[config.mk]
export PLATFORM = sky130hd
export DESIGN_NAME = avalon_pio_initiator
export DESIGN_NICKNAME = d
export VERILOG_FILES = /design/src/rtl/avalon_pio_initiator.sv
export SDC_FILE = /design/constraint.sdc
export NUM_CORES = 1
export LEC_CHECK = 0
export ABC_CLOCK_PERIOD_IN_PS = 1700
export CAP_MARGIN = 20
export CORE_UTILIZATION = 30
export DETAILED_ROUTE_END_ITERATION = 12
export DONT_BUFFER_PORTS = 1
export PLACE_DENSITY = 0.46
export SETUP_SLACK_MARGIN = 0.02
export SLEW_MARGIN = 40
export SYNTH_ARGS = -nofsm -noshare
export SYNTH_HDL_FRONTEND = slang
export SYNTH_SLANG_ARGS = --single-unit
[constraint.sdc]
create_clock -name clk -period 1.7 [get_ports clk]
set_clock_uncertainty 0.15 [all_clocks]
set_input_delay 0.085 -clock clk [delete_from_list [all_inputs] [get_ports clk]]
set_output_delay 0.085 -clock clk [all_outputs]
set_load 0.02 [all_outputs]
[src/rtl/avalon_pio_initiator.sv]
// Avalon-MM initiator: one command in flight, turned into a single bus read or write
// with waitrequest handling, fixed read latency and a stall timeout.
//
// state  | meaning
// IDLE   | ready for a command
// WR     | avm_write asserted, waiting for waitrequest low
// RD     | avm_read asserted, waiting for waitrequest low
// RD_LAT | read accepted, counting slave latency before capturing readdata
// RSP    | one-cycle response pulse
module avalon_pio_initiator #(
    parameter int ADDR_W       = 4,
    parameter int DATA_W       = 32,
    parameter int READ_LATENCY = 1,
    parameter int TIMEOUT      = 255
) (
    input  logic              clk,
    input  logic              reset_n,
    input  logic              cmd_valid,
    output logic              cmd_ready,
    input  logic              cmd_write,
    input  logic [ADDR_W-1:0] cmd_addr,
    input  logic [DATA_W-1:0] cmd_wdata,
    output logic              rsp_valid,
    output logic [DATA_W-1:0] rsp_rdata,
    output logic              rsp_timeout,
    output logic [ADDR_W-1:0] avm_address,
    output logic              avm_read,
    output logic              avm_write,
    output logic [DATA_W-1:0] avm_writedata,
    input  logic [DATA_W-1:0] avm_readdata,
    input  logic              avm_waitrequest
);

    localparam int CNT_W = (TIMEOUT > 0) ? $clog2(TIMEOUT + 1) : 1;
    localparam bit TO_EN = (TIMEOUT > 0);
    localparam logic [CNT_W-1:0] STALL_LAST = TO_EN ? CNT_W'(TIMEOUT - 1) : '0;

    typedef enum logic [2:0] {IDLE, WR, RD, RD_LAT, RSP} state_t;

    state_t            state, state_nxt;
    logic [CNT_W-1:0]  stall_cnt;
    logic [1:0]        lat_cnt;
    logic [DATA_W-1:0] rdata_q;
    logic              timeout_q;
    logic              accept, lat_done, timed_out, rd_done, to_hit;

    assign accept    = (state == IDLE) && cmd_valid;
    assign lat_done  = (lat_cnt == 2'(READ_LATENCY));
    // Abort at the edge ending the TIMEOUT-th stalled cycle; a release in that cycle wins.
    assign timed_out = TO_EN && avm_waitrequest && (stall_cnt == STALL_LAST);
    assign rd_done   = ((state == RD) && !avm_waitrequest && (READ_LATENCY == 0)) ||
                       ((state == RD_LAT) && lat_done);
    assign to_hit    = ((state == WR) || (state == RD)) && timed_out;

    always_comb begin
        state_nxt = state;
        case (state)
            IDLE: begin
                if (cmd_valid) state_nxt = cmd_write ? WR : RD;
            end
            WR: begin
                if (!avm_waitrequest || timed_out) state_nxt = RSP;
            end
            RD: begin
                if (!avm_waitrequest) state_nxt = (READ_LATENCY == 0) ? RSP : RD_LAT;
                else if (timed_out) state_nxt = RSP;
            end
            RD_LAT: begin
                if (lat_done) state_nxt = RSP;
            end
            RSP:     state_nxt = IDLE;
            default: state_nxt = IDLE;
        endcase
    end

    always_ff @(posedge clk or negedge reset_n) begin
        if (!reset_n) state <= IDLE;
        else          state <= state_nxt;
    end

    always_ff @(posedge clk or negedge reset_n) begin
        if (!reset_n) begin
            avm_address   <= '0;
            avm_writedata <= '0;
            avm_read      <= 1'b0;
            avm_write     <= 1'b0;
            stall_cnt     <= '0;
            lat_cnt       <= 2'd1;
            rdata_q       <= '0;
            timeout_q     <= 1'b0;
        end else begin
            avm_read  <= (state_nxt == RD);
            avm_write <= (state_nxt == WR);
            if (accept) begin
                avm_address   <= cmd_addr;
                avm_writedata <= cmd_wdata;
                rdata_q       <= '0;
                timeout_q     <= 1'b0;
                stall_cnt     <= '0;
            end else if (TO_EN && (avm_read || avm_write) && avm_waitrequest) begin
                stall_cnt <= stall_cnt + 1'b1;
            end
            if (state != RD_LAT) lat_cnt <= 2'd1;
            else                 lat_cnt <= lat_cnt + 2'd1;
            if (rd_done) rdata_q <= avm_readdata;
            if (to_hit)  timeout_q <= 1'b1;
        end
    end

    assign cmd_ready   = (state == IDLE);
    assign rsp_valid   = (state == RSP);
    assign rsp_timeout = rsp_valid && timeout_q;
    assign rsp_rdata   = rsp_valid ? rdata_q : '0;

endmodule

==> flow_summary_export.csv <==
group,metric,value,unit
outcome,outcome,"finished, violations left",
outcome,violations,"hold timing, setup timing",
sta,rsz0062_at_grt,"yes",
grt,grt_usage,0.151,
floorplan,start_util,0.309,
worst_setup_path,critPathLaunchType,"flop",
synth,syn_area_per_cell,8.98,um^2
worst_setup_path,worstPathMaxFanout,7,
worst_setup_path,critPathBufInv,2,
sta,hold_viol,84,
layout,multi_input_area,1810,um^2
synth,netlist_instances,413,
worst_setup_path,crit_type,"reg2reg",
clock_network,path_clk_slew,0.06,ns
worst_setup_path,r2r_slack,-0.12,ns
synth,synth_top_area_share,0.560,
job,max_cap_viol_count,0,
worst_setup_path,end_kind,"flop",
layout,area.growth.synth_to_final,52.9,%
clock_network,hold_buffers,70,
synth,async_reset_ff_frac,1.00,
clock_network,root_buffer,"clkbuf_16",
detailed_routing,dr_wl_met2,5.30,mm
worst_setup_path,worstSetupEndpoint,"rdata_q[14]",
floorplan,core_region_area,12000,um^2
layout,regArea,2100,um^2
synth,netlist_area,3710,um^2
floorplan,die_x,113,um
sta,fmax,549,MHz
worst_setup_path,startpoint,"state[2]",
clock_network,clock_sinks,84,
detailed_routing,totalWireLength,10.9,mm
synth,yosysSeqAreaShare,0.567,
power,vdd_drop_max,0.818,mV
sta,setup-violations-final,86,
grt,grt_pass1_vias,2979,
worst_setup_path,path_cells,"buf_4 -> or4b_4 -> clkbuf_16 -> nand3_1 -> nand2_1",
detailed_routing,top_layer,"met4",
detailed_routing,vias,3188,
layout,nFillCells,1136,
sta,period_minus_slack,1.82,ns
placement,place_area,3960,um^2
detailed_routing,postRouteAntennaNets,0,
detailed_routing,drc_errors,0,
worst_setup_path,worstPathRequired,1.78,ns
worst_setup_path,crit_family,"simple AND/OR/NAND/NOR gates",
floorplan,die_y,113,um
detailed_routing,dr_wl_met3,677,um
worst_setup_path,worst_path_max_delay_cell,"or4b_4",
worst_setup_path,reg2reg_from,"state[2]",
clock_network,clk_latency,0.34,ns
layout,layout.cells.most_common,"nand2_1",
worst_setup_path,cp.depth,5,
synth,synth_edf_count,0,
placement,hpwl,5.78,mm
sta,slew_viol_final,0,
placement,gp_congestion,0.720,
layout,num_antenna_cells,0,
clock_network,clockBufferDepth,2,
synth,ys_ff_latch,84,
worst_setup_path,crit_arrival,1.91,ns
grt,antenna_found_initial,0,
sta,slew_headroom,0.575,
layout,drive_above_1_share,0.293,
worst_setup_path,cp_slowest_stage_delay,0.65,ns
detailed_routing,via_per_inst,4.84,
sta,postLayoutSetupSlackWorst,-0.122,ns
detailed_routing,routedWlPerCell,16.5,um
detailed_routing,drtPass1Iterations,4,
sta,post-route-period-util,1.07,
hold_path,hold_path_class,"in2async",
synth,synth_top_cell_by_area,"dfrtp_1",
placement,io_buffers,0,
clock_network,cts_buffers,9,
layout,fin_nets,583,
floorplan,row_count,40,
detailed_routing,drt_iter0_drc,149,
worst_setup_path,r2r_cells,5,
clock_network,cts_max_level,3,
grt,grt_pass1_wl,15.0,mm
floorplan,io_pins,146,
power,cellPowerDensity,1690,nW/um^2
synth,syn-num-nets,489,
layout,final_cell_mix,"nand2_1 (140), dfrtp_1 (83), dlygate4sd3_1 (70)",
detailed_routing,met1Wirelength,4.72,mm
synth,synth.area.top_cells,"dfrtp_1 (56%), nand2_1 (18%), and2_1 (5.6%), nand3_1 (4.7%), buf_2 (2.0%)",
grt,overflow,0,
sta,hold-worst-slack,-0.713,ns
synth,yosysWarnings,0,
worst_setup_path,rr_endpoint,"rdata_q[14]",
synth,synth_ff_type,"dfrtp_1",
sta,worst_slew_pin_slew,0.634,ns
floorplan,dieArea,12800,um^2
power,p_leak,2.76,nW
clock_network,cts_tree,"built",
layout,finalInstanceArea,5670,um^2
synth,synth.distinct_cells,36,
grt,grt_max_degree,85,
==> through the flow <==
stage	std cells	setup TNS (ns)	util	setup WS [ns]	total power [mW]
detailed placement	554	0	0.330	0.0657	6.14
finish	659	-6.37	0.472	-0.122	9.58
global route	659	-11.70	0.472	-0.203	10.1
CTS	646	-4.86	0.430	-0.137	8.70
floorplan	413	0	-	0.00105	5.40
global placement	554	0	0.330	0.0732	6.06
==> synth_stat cells, types with 2 or more instances <==
cell,n
a21oi_1,8
and2_1,33
buf_2,15
buf_6,4
clkbuf_1,7
dfrtp_1,83
ha_1,3
inv_1,2
nand2_1,180
nand3_1,35
nand4_1,3
nor2_1,4
nor3b_1,2
o211ai_1,2
o21a_1,2
o21ai_0,4
o31ai_1,3
or2_2,2
or3_1,3
or4_1,2
==> flip-flops by register name, summed over array words and instances (netlist names) <==
signal / count
avm_address: 4
stall_cnt: 8
avm_read: 1
rdata_q: 32
avm_write: 1
avm_writedata: 32
timeout_q: 1
lat_cnt: 2
state: 3
==> timing repair <==
action,in CTS,in global routing
gates resized for setup,75,81
hold endpoints to repair,159,84
gates cloned,1,11
setup buffers,5,3
setup endpoints to repair,33,116
pin swaps,27,52
==> worst min-delay path by stage <==
stage,start,end,slack [ns],depth (start not counted)
floorplan,reset_n,avm_address[0],-0.36,0
global placement,reset_n,rdata_q[8],-0.36,0
detailed placement,reset_n,rdata_q[8],-0.36,0
CTS,reset_n,avm_writedata[31],-0.73,0
global route,reset_n,rdata_q[15],-0.74,0
finish,reset_n,rdata_q[11],-0.71,0
==> kinds of logic after synthesis <==
family / share of synthesized area
xor gates and xnor gates: 0.00473
and+or+nand+nor: 0.337
DFF: 0.567
AOI/OAI and AO/OA: 0.0364
buffers and inverters: 0.0415
muxes: 0.00270
adders and majority gates: 0.0101
==> cell type report <==
| class | instances | share of cell area |
|---|---|---|
| clock buffer | 11 | 0.0428 |
| clock inverter | 5 | 0.0146 |
| inverter | 2 | 0.00132 |
| multi-input combinational | 302 | 0.319 |
| sequential | 84 | 0.371 |
| tap | 147 | 0.0324 |
| timing repair buffer | 108 | 0.218 |
==> power breakdown <==
group	leakage, nW	switching (mW)	internal (mW)	total [mW]
logic	1.50	1.70	1.63	3.33
clock network	0.160	0.821	1.33	2.15
registers	1.09	1.22	2.88	4.10
==> layer usage <==
metal | vias to the layer above | GRT usage
met1 | 1549 | 0.190
met3 | 14 | 0.0514
met4 | 0 | 0.0614
li1 | 1527 | -
met5 | - | 0
met2 | 98 | 0.238
No activity file was read; power rests on OpenSTA's default activity.
